`config.mk`:
```
export PLATFORM = sky130hd
export DESIGN_NAME = el2_exu_div_seq
export DESIGN_NICKNAME = d
export VERILOG_FILES = /design/src/rtl/el2_div_pkg.sv /design/src/rtl/el2_exu_div_seq.sv
export SDC_FILE = /design/constraint.sdc
export NUM_CORES = 1
export LEC_CHECK = 0
export ABC_AREA = 1
export ABC_CLOCK_PERIOD_IN_PS = 5820
export CORE_ASPECT_RATIO = 1.2
export CORE_MARGIN = 8
export CORE_UTILIZATION = 51
export CTS_BUF_LIST = sky130_fd_sc_hd__clkbuf_8
export DETAILED_ROUTE_END_ITERATION = 8
export HOLD_SLACK_MARGIN = 0.03
export PLACE_DENSITY_LB_ADDON = 0.25
export RECOVER_POWER = 50
export SETUP_SLACK_MARGIN = 0.1
export SYNTH_ARGS = -nofsm -noshare
export SYNTH_HDL_FRONTEND = slang
export SYNTH_SLANG_ARGS = --single-unit
export TNS_END_PERCENT = 50
```
`constraint.sdc`:
```
create_clock -name clk -period 5.82 [get_ports clk]
set_clock_uncertainty 0.2 [all_clocks]
set_input_delay 1.164 -clock clk [delete_from_list [all_inputs] [get_ports clk]]
set_output_delay 1.164 -clock clk [all_outputs]
set_load 0.05 [all_outputs]
```
`src/rtl/el2_div_pkg.sv`:
```
// Shared types for the EXU divider.
//   el2_div_pkt_t : divide request from decode
//     valid  - request present this cycle
//     unsign - 1 = unsigned operands, 0 = two's-complement operands
//     rem    - 1 = return remainder, 0 = return quotient
package el2_div_pkg;

    typedef struct packed {
        logic valid;
        logic unsign;
        logic rem;
    } el2_div_pkt_t;

endpackage

```
`src/rtl/el2_exu_div_seq.sv`:
```
// Iterative 32-bit radix-2 restoring divide sequencer.
//
// Ports:
//   clk       in   core clock
//   rst       in   asynchronous active-high reset
//   dp        in   divide request packet (valid, unsign, rem)
//   dividend  in   rs1 operand, sampled on accept
//   divisor   in   rs2 operand, sampled on accept
//   cancel    in   pipeline flush, kills any in-flight operation
//   div_busy  out  high while iterating or sign-fixing; decode must hold
//   finish    out  one-cycle result-valid strobe
//   out       out  result register, held until the next finish
//
// Parameter:
//   FAST_SPECIAL  1 = divide-by-zero and signed overflow go straight to DONE
//                 0 = they run the full iteration, FIX substitutes the result
//
// state | meaning
// ------+---------------------------------------------------------
// IDLE  | no operation; accepts a new request
// CALC  | 32 shift/subtract iterations, count 31 down to 0
// FIX   | sign correction, result select, out written
// DONE  | finish strobe; accepts a back-to-back request
module el2_exu_div_seq
    import el2_div_pkg::*;
#(
    parameter bit FAST_SPECIAL = 1'b1
) (
    input  logic         clk,
    input  logic         rst,
    input  el2_div_pkt_t dp,
    input  logic [31:0]  dividend,
    input  logic [31:0]  divisor,
    input  logic         cancel,
    output logic         div_busy,
    output logic         finish,
    output logic [31:0]  out
);

    localparam logic [1:0] IDLE = 2'd0;
    localparam logic [1:0] CALC = 2'd1;
    localparam logic [1:0] FIX  = 2'd2;
    localparam logic [1:0] DONE = 2'd3;

    logic [1:0]  state;
    logic [4:0]  count;
    logic [32:0] r_q;
    logic [31:0] q_q;
    logic [31:0] b_mag_q;
    logic        rem_q;
    logic        qs_q;
    logic        rs_q;
    logic        special_q;
    logic [31:0] special_res_q;

    logic        accept;
    logic        a_neg;
    logic        b_neg;
    logic [31:0] a_mag;
    logic [31:0] b_mag;
    logic        div_zero;
    logic        sgn_ovf;
    logic        special_in;
    logic [31:0] special_val;
    logic [32:0] r_shift;
    logic [33:0] diff;
    logic        take;
    logic [31:0] q_fix;
    logic [31:0] r_fix;
    logic [31:0] fix_res;

    assign div_busy = (state == CALC) | (state == FIX);
    assign finish   = (state == DONE) & ~cancel;
    assign accept   = dp.valid & ~div_busy & ~cancel;

    // Magnitudes: negating 0x80000000 yields 0x80000000, which is the
    // correct unsigned magnitude, so no special handling is needed.
    assign a_neg = dividend[31] & ~dp.unsign;
    assign b_neg = divisor[31]  & ~dp.unsign;
    assign a_mag = a_neg ? (32'd0 - dividend) : dividend;
    assign b_mag = b_neg ? (32'd0 - divisor)  : divisor;

    assign div_zero   = (divisor == 32'd0);
    assign sgn_ovf    = ~dp.unsign & (dividend == 32'h8000_0000) & (divisor == 32'hFFFF_FFFF);
    assign special_in = div_zero | sgn_ovf;

    always_comb begin
        special_val = 32'd0;
        if (div_zero) begin
            special_val = dp.rem ? dividend : 32'hFFFF_FFFF;
        end else begin
            special_val = dp.rem ? 32'd0 : 32'h8000_0000;
        end
    end

    // One restoring step. The trial difference is one bit wider than the
    // shifted remainder so its top bit is an unambiguous borrow.
    assign r_shift = {r_q[31:0], q_q[31]};
    assign diff    = {1'b0, r_shift} - {2'b00, b_mag_q};
    assign take    = ~diff[33];

    assign q_fix   = qs_q ? (32'd0 - q_q)        : q_q;
    assign r_fix   = rs_q ? (32'd0 - r_q[31:0])  : r_q[31:0];
    assign fix_res = special_q ? special_res_q : (rem_q ? r_fix : q_fix);

    always_ff @(posedge clk or posedge rst) begin
        if (rst) begin
            state         <= IDLE;
            count         <= 5'd0;
            r_q           <= 33'd0;
            q_q           <= 32'd0;
            b_mag_q       <= 32'd0;
            rem_q         <= 1'b0;
            qs_q          <= 1'b0;
            rs_q          <= 1'b0;
            special_q     <= 1'b0;
            special_res_q <= 32'd0;
            out           <= 32'd0;
        end else if (cancel) begin
            state <= IDLE;
        end else begin
            case (state)
                IDLE, DONE: begin
                    if (accept) begin
                        count         <= 5'd31;
                        r_q           <= 33'd0;
                        q_q           <= a_mag;
                        b_mag_q       <= b_mag;
                        rem_q         <= dp.rem;
                        qs_q          <= (dividend[31] ^ divisor[31]) & ~dp.unsign;
                        rs_q          <= dividend[31] & ~dp.unsign;
                        special_q     <= special_in;
                        special_res_q <= special_val;
                        if (FAST_SPECIAL && special_in) begin
                            out   <= special_val;
                            state <= DONE;
                        end else begin
                            state <= CALC;
                        end
                    end else begin
                        state <= IDLE;
                    end
                end
                CALC: begin
                    r_q   <= take ? diff[32:0] : r_shift;
                    q_q   <= {q_q[30:0], take};
                    count <= count - 5'd1;
                    if (count == 5'd0) begin
                        state <= FIX;
                    end
                end
                FIX: begin
                    out   <= fix_res;
                    state <= DONE;
                end
                default: state <= IDLE;
            endcase
        end
    end

endmodule

```
## Word level (Yosys, flattened, before mapping)

Cells that the tools add are included.

- Register bits after elaboration: 171
- Input port bits: 70
- Output and inout bits: 34
- Logic and storage cells: 73

- $add $sub $neg: 6
- Eq/ne operators: 8
- Muxes and demuxes: 24
- Bitwise logic cells: 15
- Reductions and logical operators: 9

Operator list:

| kind | number |
|---|---|
| $mux W32 | 14 |
| $pmux W32 S2 | 3 |
| $sub A1 B32 Y32 const A | 4 |
| $eq A32 B32 Y1 const B | 2 |
| $sub A33 B32 Y34 | 1 |
| $logic_not A32 Y1 | 1 |
| $pmux W5 S2 | 1 |
| $and A1 B1 Y1 | 8 |
| $mux W2 | 4 |
| $pmux W2 S3 | 1 |
| $reduce_and A3 Y1 | 2 |
| $logic_not A5 Y1 | 1 |
| $mux W5 | 1 |
| $sub A5 B1 Y5 const B | 1 |
| $eq A2 B2 Y1 const B | 2 |
| $ne A2 B2 Y1 const B | 2 |
| $not A1 Y1 | 4 |
| $reduce_and A4 Y1 | 1 |
| $reduce_bool A2 Y1 | 2 |
| $ne A3 B2 Y1 const B | 1 |
| $eq A2 B1 Y1 const B | 1 |
| $logic_not A2 Y1 | 1 |
| $or A1 B1 Y1 | 2 |
| $reduce_or A2 Y1 | 1 |
| $xor A1 B1 Y1 | 1 |

## Depth between registers and ports, before layout

- Depth in word-level cells: 8
- Depth in mapped cells: 16
- Gate-level depth less buffers: 16

## Worst setup path after synthesis

Ideal clock, no wire load.

- Kind: input to output
- Start point: input port cancel
- End point: output port finish
- Arrival: 1818 ps
- Setup slack: 2638 ps
- Cell stages on the path: 1
- Cells stage by stage: nor2_1

- Longest elaborated chain between the ends: 2

Ends and longest elaborated chain:

| element | RTL line | text |
|---|---|---|
| start, declared | el2_exu_div_seq.sv:34 | `input logic cancel,` |
| $not A1 Y1 (no line) | -- |  |
| $and A1 B1 Y1 | el2_exu_div_seq.sv:73 | `assign finish = (state == DONE) & ~cancel;` |
| end, declared | el2_exu_div_seq.sv:36 | `output logic finish,` |

No other way between the ends.

## Final worst setup path

- Start point: register state[0]
- End point: register out[31]

- Longest elaborated chain between the ends: 7

Ends and longest elaborated chain:

| element | RTL line | text |
|---|---|---|
| start, declared | el2_exu_div_seq.sv:45 | `logic [1:0] state;` |
| start signal, assigned | el2_exu_div_seq.sv:108 | `state <= IDLE;` |
| start signal, assigned | el2_exu_div_seq.sv:120 | `state <= IDLE;` |
| start signal, assigned | el2_exu_div_seq.sv:136 | `state <= DONE;` |
| $eq A2 B1 Y1 / $eq A2 B2 Y1 (equally long branches) | el2_exu_div_seq.sv:72, el2_exu_div_seq.sv:122 |  |
| $or A1 B1 Y1 | el2_exu_div_seq.sv:72 | `assign div_busy = (state == CALC) \| (state == FIX);` |
| $not A1 Y1 | el2_exu_div_seq.sv:74 | `assign accept = dp.valid & ~div_busy & ~cancel;` |
| $and A1 B1 Y1 (2 in series) | el2_exu_div_seq.sv:74 |  |
| $ne A2 B2 Y1 (no line) | -- |  |
| $reduce_and A4 Y1 (no line) | -- |  |
| end signal, assigned | el2_exu_div_seq.sv:135 | `out <= special_val;` |
| end signal, assigned | el2_exu_div_seq.sv:153 | `out <= fix_res;` |
| end, declared | el2_exu_div_seq.sv:37 | `output logic [31:0] out` |

Parallel ways exist; a longest one is shown, timed or not.
A chain may end at the register's enable or synchronous reset.

==> key figures <==
Clock tree
  • CTS resizes: 0
  • Clock sinks: 171
  • # hold bufs at CTS: 0
  • Clk Latency, worst-skew pair: 480 ps
  • Clock buffer depth: 2
  • CTS tree: built
  • CTS Buf Count: 17
  • Clock transition at path regs: 100 ps
  • Htree depth: 4
  • Root buffer cell: clkbuf_8
  • Setup bufs post-CTS: 0

Drt
  • DR pass1 iterations: 6
  • Number of DRC markers after the initial detailed-route iteration: 1571
  • Total number of vias: 15700
  • Vias/cell: 5.84
  • WL final: 55500 µm
  • DR WL/cell: 20.6 µm
  • DRT antenna net count: 0
  • Post-route DRC: 0

Timing
  • Final period util: 0.726
  • Final slew viol count: 147
  • Setup TNS: 0 ps
  • Final WS setup: 1590 ps
  • Slew HR: -0.347
  • FMAX: 237 MHz
  • Slew @ Worst Pin: 2020 ps
  • Tmin final: 4230 ps
  • Final setup vio count: 0
  • RSZ-0062 raised after global routing: no
  • Fin. Hold Viols: 0

Logic synthesis
  • Synth Register Bits: 171
  • Syn Nets: 2396
  • Cells after Synth: 2283
  • EDFF count, synth: 0
  • Cell Area, Synth: 14200 µm²
  • Post-synth top flop: dfrtp_1
  • Mapped Avg Cell Area: 6.24 µm²
  • Seq/Total Area, Yosys: 0.301
  • Asr flop ratio synth: 1.00
  • Synth unique cells: 43
  • Yosys warning total: 0

Floorplan
  • FP Rows: 67
  • Die area: 33500 µm²
  • I/O Pins: 104
  • Core Area: 27700 µm²
  • Starting density of the core: 0.515
  • Width of the die: 169 µm
  • Die Ht: 199 µm

Critical path
  • Reg-to-reg endpoint: out[31]
  • Crit path DAT: 4390 ps
  • CP Class: reg2reg
  • Endpoint class of the critical path: register
  • Worst r2r path cells: 10
  • CP Launch Type: register
  • CP Data Required Time: 5980 ps
  • Reg-to-reg startpoint: state[0]
  • Max FO, Critical Path: 43
  • R2r setup slk: 1590 ps

Status
  • Status: finished, violations left
  • Failing checks: capacitance limit, slew limit

Global routing
  • Pin count of the biggest net entering global routing: 75
  • GRT Util Overall: 0.332
  • First-pass GRT wire length: 85000 µm
  • Gr ovfl total: 0
  • Antenna violations before repair: 0
  • Vias in the first global route: 15200

Cells and area
  • Area Overhead vs Synth: 11.1%
  • Share of cells above drive strength 1: 0.0383
  • Nets: 2450
  • Number of diodes: 0

Worst hold path
  • Hold crit path type: reg2reg
  • Hold path endpoint: b_mag_q[30]
  • Min-delay src: b_mag_q[30]
  • Hold path depth: 2

Placed design
  • Place WS: 1570 ps
  • Global placer's final weighted congestion: 0.952
  • Port Buffers: 103
  • Hpwl dp: 43600 µm

Power
  • Pwr dens: 456 nW/µm²
  • Max rail drop VDD: 0.355 mV
  • Leak: 8.02 nW

Flow run
  • Max cap viols: 3
==> area by class of cell <==
| type | instances | area, µm² |
|---|---|---|
| multi-input cells | 1755 | 8530 |
| clock inverters | 15 | 176 |
| well taps | 345 | 432 |
| repair buffers | 122 | 1160 |
| inverters | 270 | 1010 |
| clock buffers | 17 | 234 |
| fillers | 2820 | 11800 |
| flip-flops and latches | 171 | 4280 |
==> report_power, final <==
group,internal (mW),switching (mW),total (mW)
combinational,1.32,3.07,4.39
sequential,1.57,0.342,1.92
clock,0.365,0.534,0.899
==> cells in the final DEF (no fill, tap or decap), drive strengths merged, types with 18 or more instances in the layout <==
master         instances
nand4                 36
nor2                 249
o21ai                177
nor3                  30
clkbuf                20
clkdlybuf4s50        100
nand3                318
inv                  277
a21oi                102
nand2                668
ha                    42
xor2                  32
xnor2                 18
dfrtp                171
==> worst max-delay path: stages, from the launching register on <==
cell and delay [ps]:
dfrtp_1 390, inv_1 70, ha_1 190, buf_4 220
inv_2 130, clkbuf_1 1460, a21oi_1 380, nand2_4 490
inv_2 280, nor2_1 180, a21oi_2 40
==> per-layer routing <==
layer  share of wire  up-vias  GRT usage
met3           0.050      179     0.0395
met1            0.37     7422      0.360
met2            0.49      580      0.582
met4           0.092        0      0.271
li1                -     7562          -
met5               0        -          0
==> worst max path at each step <==
stage	from	end	slack [ps]
6_report	state[0]	out[31]	1590
5_1_grt	rst	count[0]	1220
4_1_cts	cancel	finish	1880
3_5_place_dp	dp[1]	out[29]	1570
3_3_place_gp	dp[1]	out[31]	1630
2_1_floorplan	rst	b_mag_q[0]	2270
==> cells in the mapped netlist (4+ instances only) <==
| cell | count | area (µm²) |
|---|---|---|
| nand2_1 | 664 | 2490 |
| nand3_1 | 314 | 1570 |
| inv_1 | 261 | 980 |
| nor2_1 | 238 | 893 |
| dfrtp_1 | 171 | 4280 |
| o21ai_0 | 158 | 791 |
| a21oi_1 | 100 | 500 |
| clkbuf_1 | 43 | 161 |
| ha_1 | 42 | 526 |
| nand4_1 | 36 | 225 |
| xor2_1 | 32 | 280 |
| nor3_1 | 27 | 135 |
| buf_2 | 19 | 95.1 |
| xnor2_1 | 18 | 158 |
| o221ai_1 | 17 | 149 |
| buf_1 | 15 | 56.3 |
| o21ai_1 | 14 | 70.1 |
| o211ai_1 | 13 | 97.6 |
| o22ai_1 | 12 | 75.1 |
| o21bai_1 | 10 | 75.1 |
| inv_2 | 9 | 33.8 |
| nor2_2 | 7 | 43.8 |
| buf_4 | 6 | 45.0 |
| nand3b_1 | 6 | 45.0 |
| o21a_1 | 5 | 37.5 |
| o21ai_2 | 5 | 43.8 |
| buf_6 | 4 | 45.0 |
| nand3_2 | 4 | 40.0 |
| nor2_4 | 4 | 45.0 |
==> cells by family (layout without fill, tap and decap cells) <==
logic type | Yosys count | count (layout) | share of synthesized area
compound gates | 346 | 346 | 0.135
flops | 171 | 171 | 0.301
xor+xnor | 50 | 50 | 0.0308
simple gates | 1316 | 1316 | 0.395
buf+inv | 357 | 424 | 0.0995
fa+ha+maj | 43 | 43 | 0.0383
==> stage by stage <==
stage	std cells	util	power, mW	hold WS [ps]	instance area (µm²)
final	2695	0.572	7.21	289	15800
after global placement	2663	0.559	6.21	260	15500
after CTS	2695	0.574	7.15	286	15900
after detailed placement	2663	0.559	6.25	261	15500
after floorplan	2283	-	4.88	244	14200
after global routing	2695	0.572	7.74	311	15800
==> sequential cells by signal, summed over array words and instances, names as in the netlist <==
name / cells
rem_q: 1
rs_q: 1
r_q: 32
q_q: 32
qs_q: 1
special_res_q: 32
count: 5
b_mag_q: 32
out: 32
special_q: 1
state: 2
No activity file was read; power rests on OpenSTA's default activity.
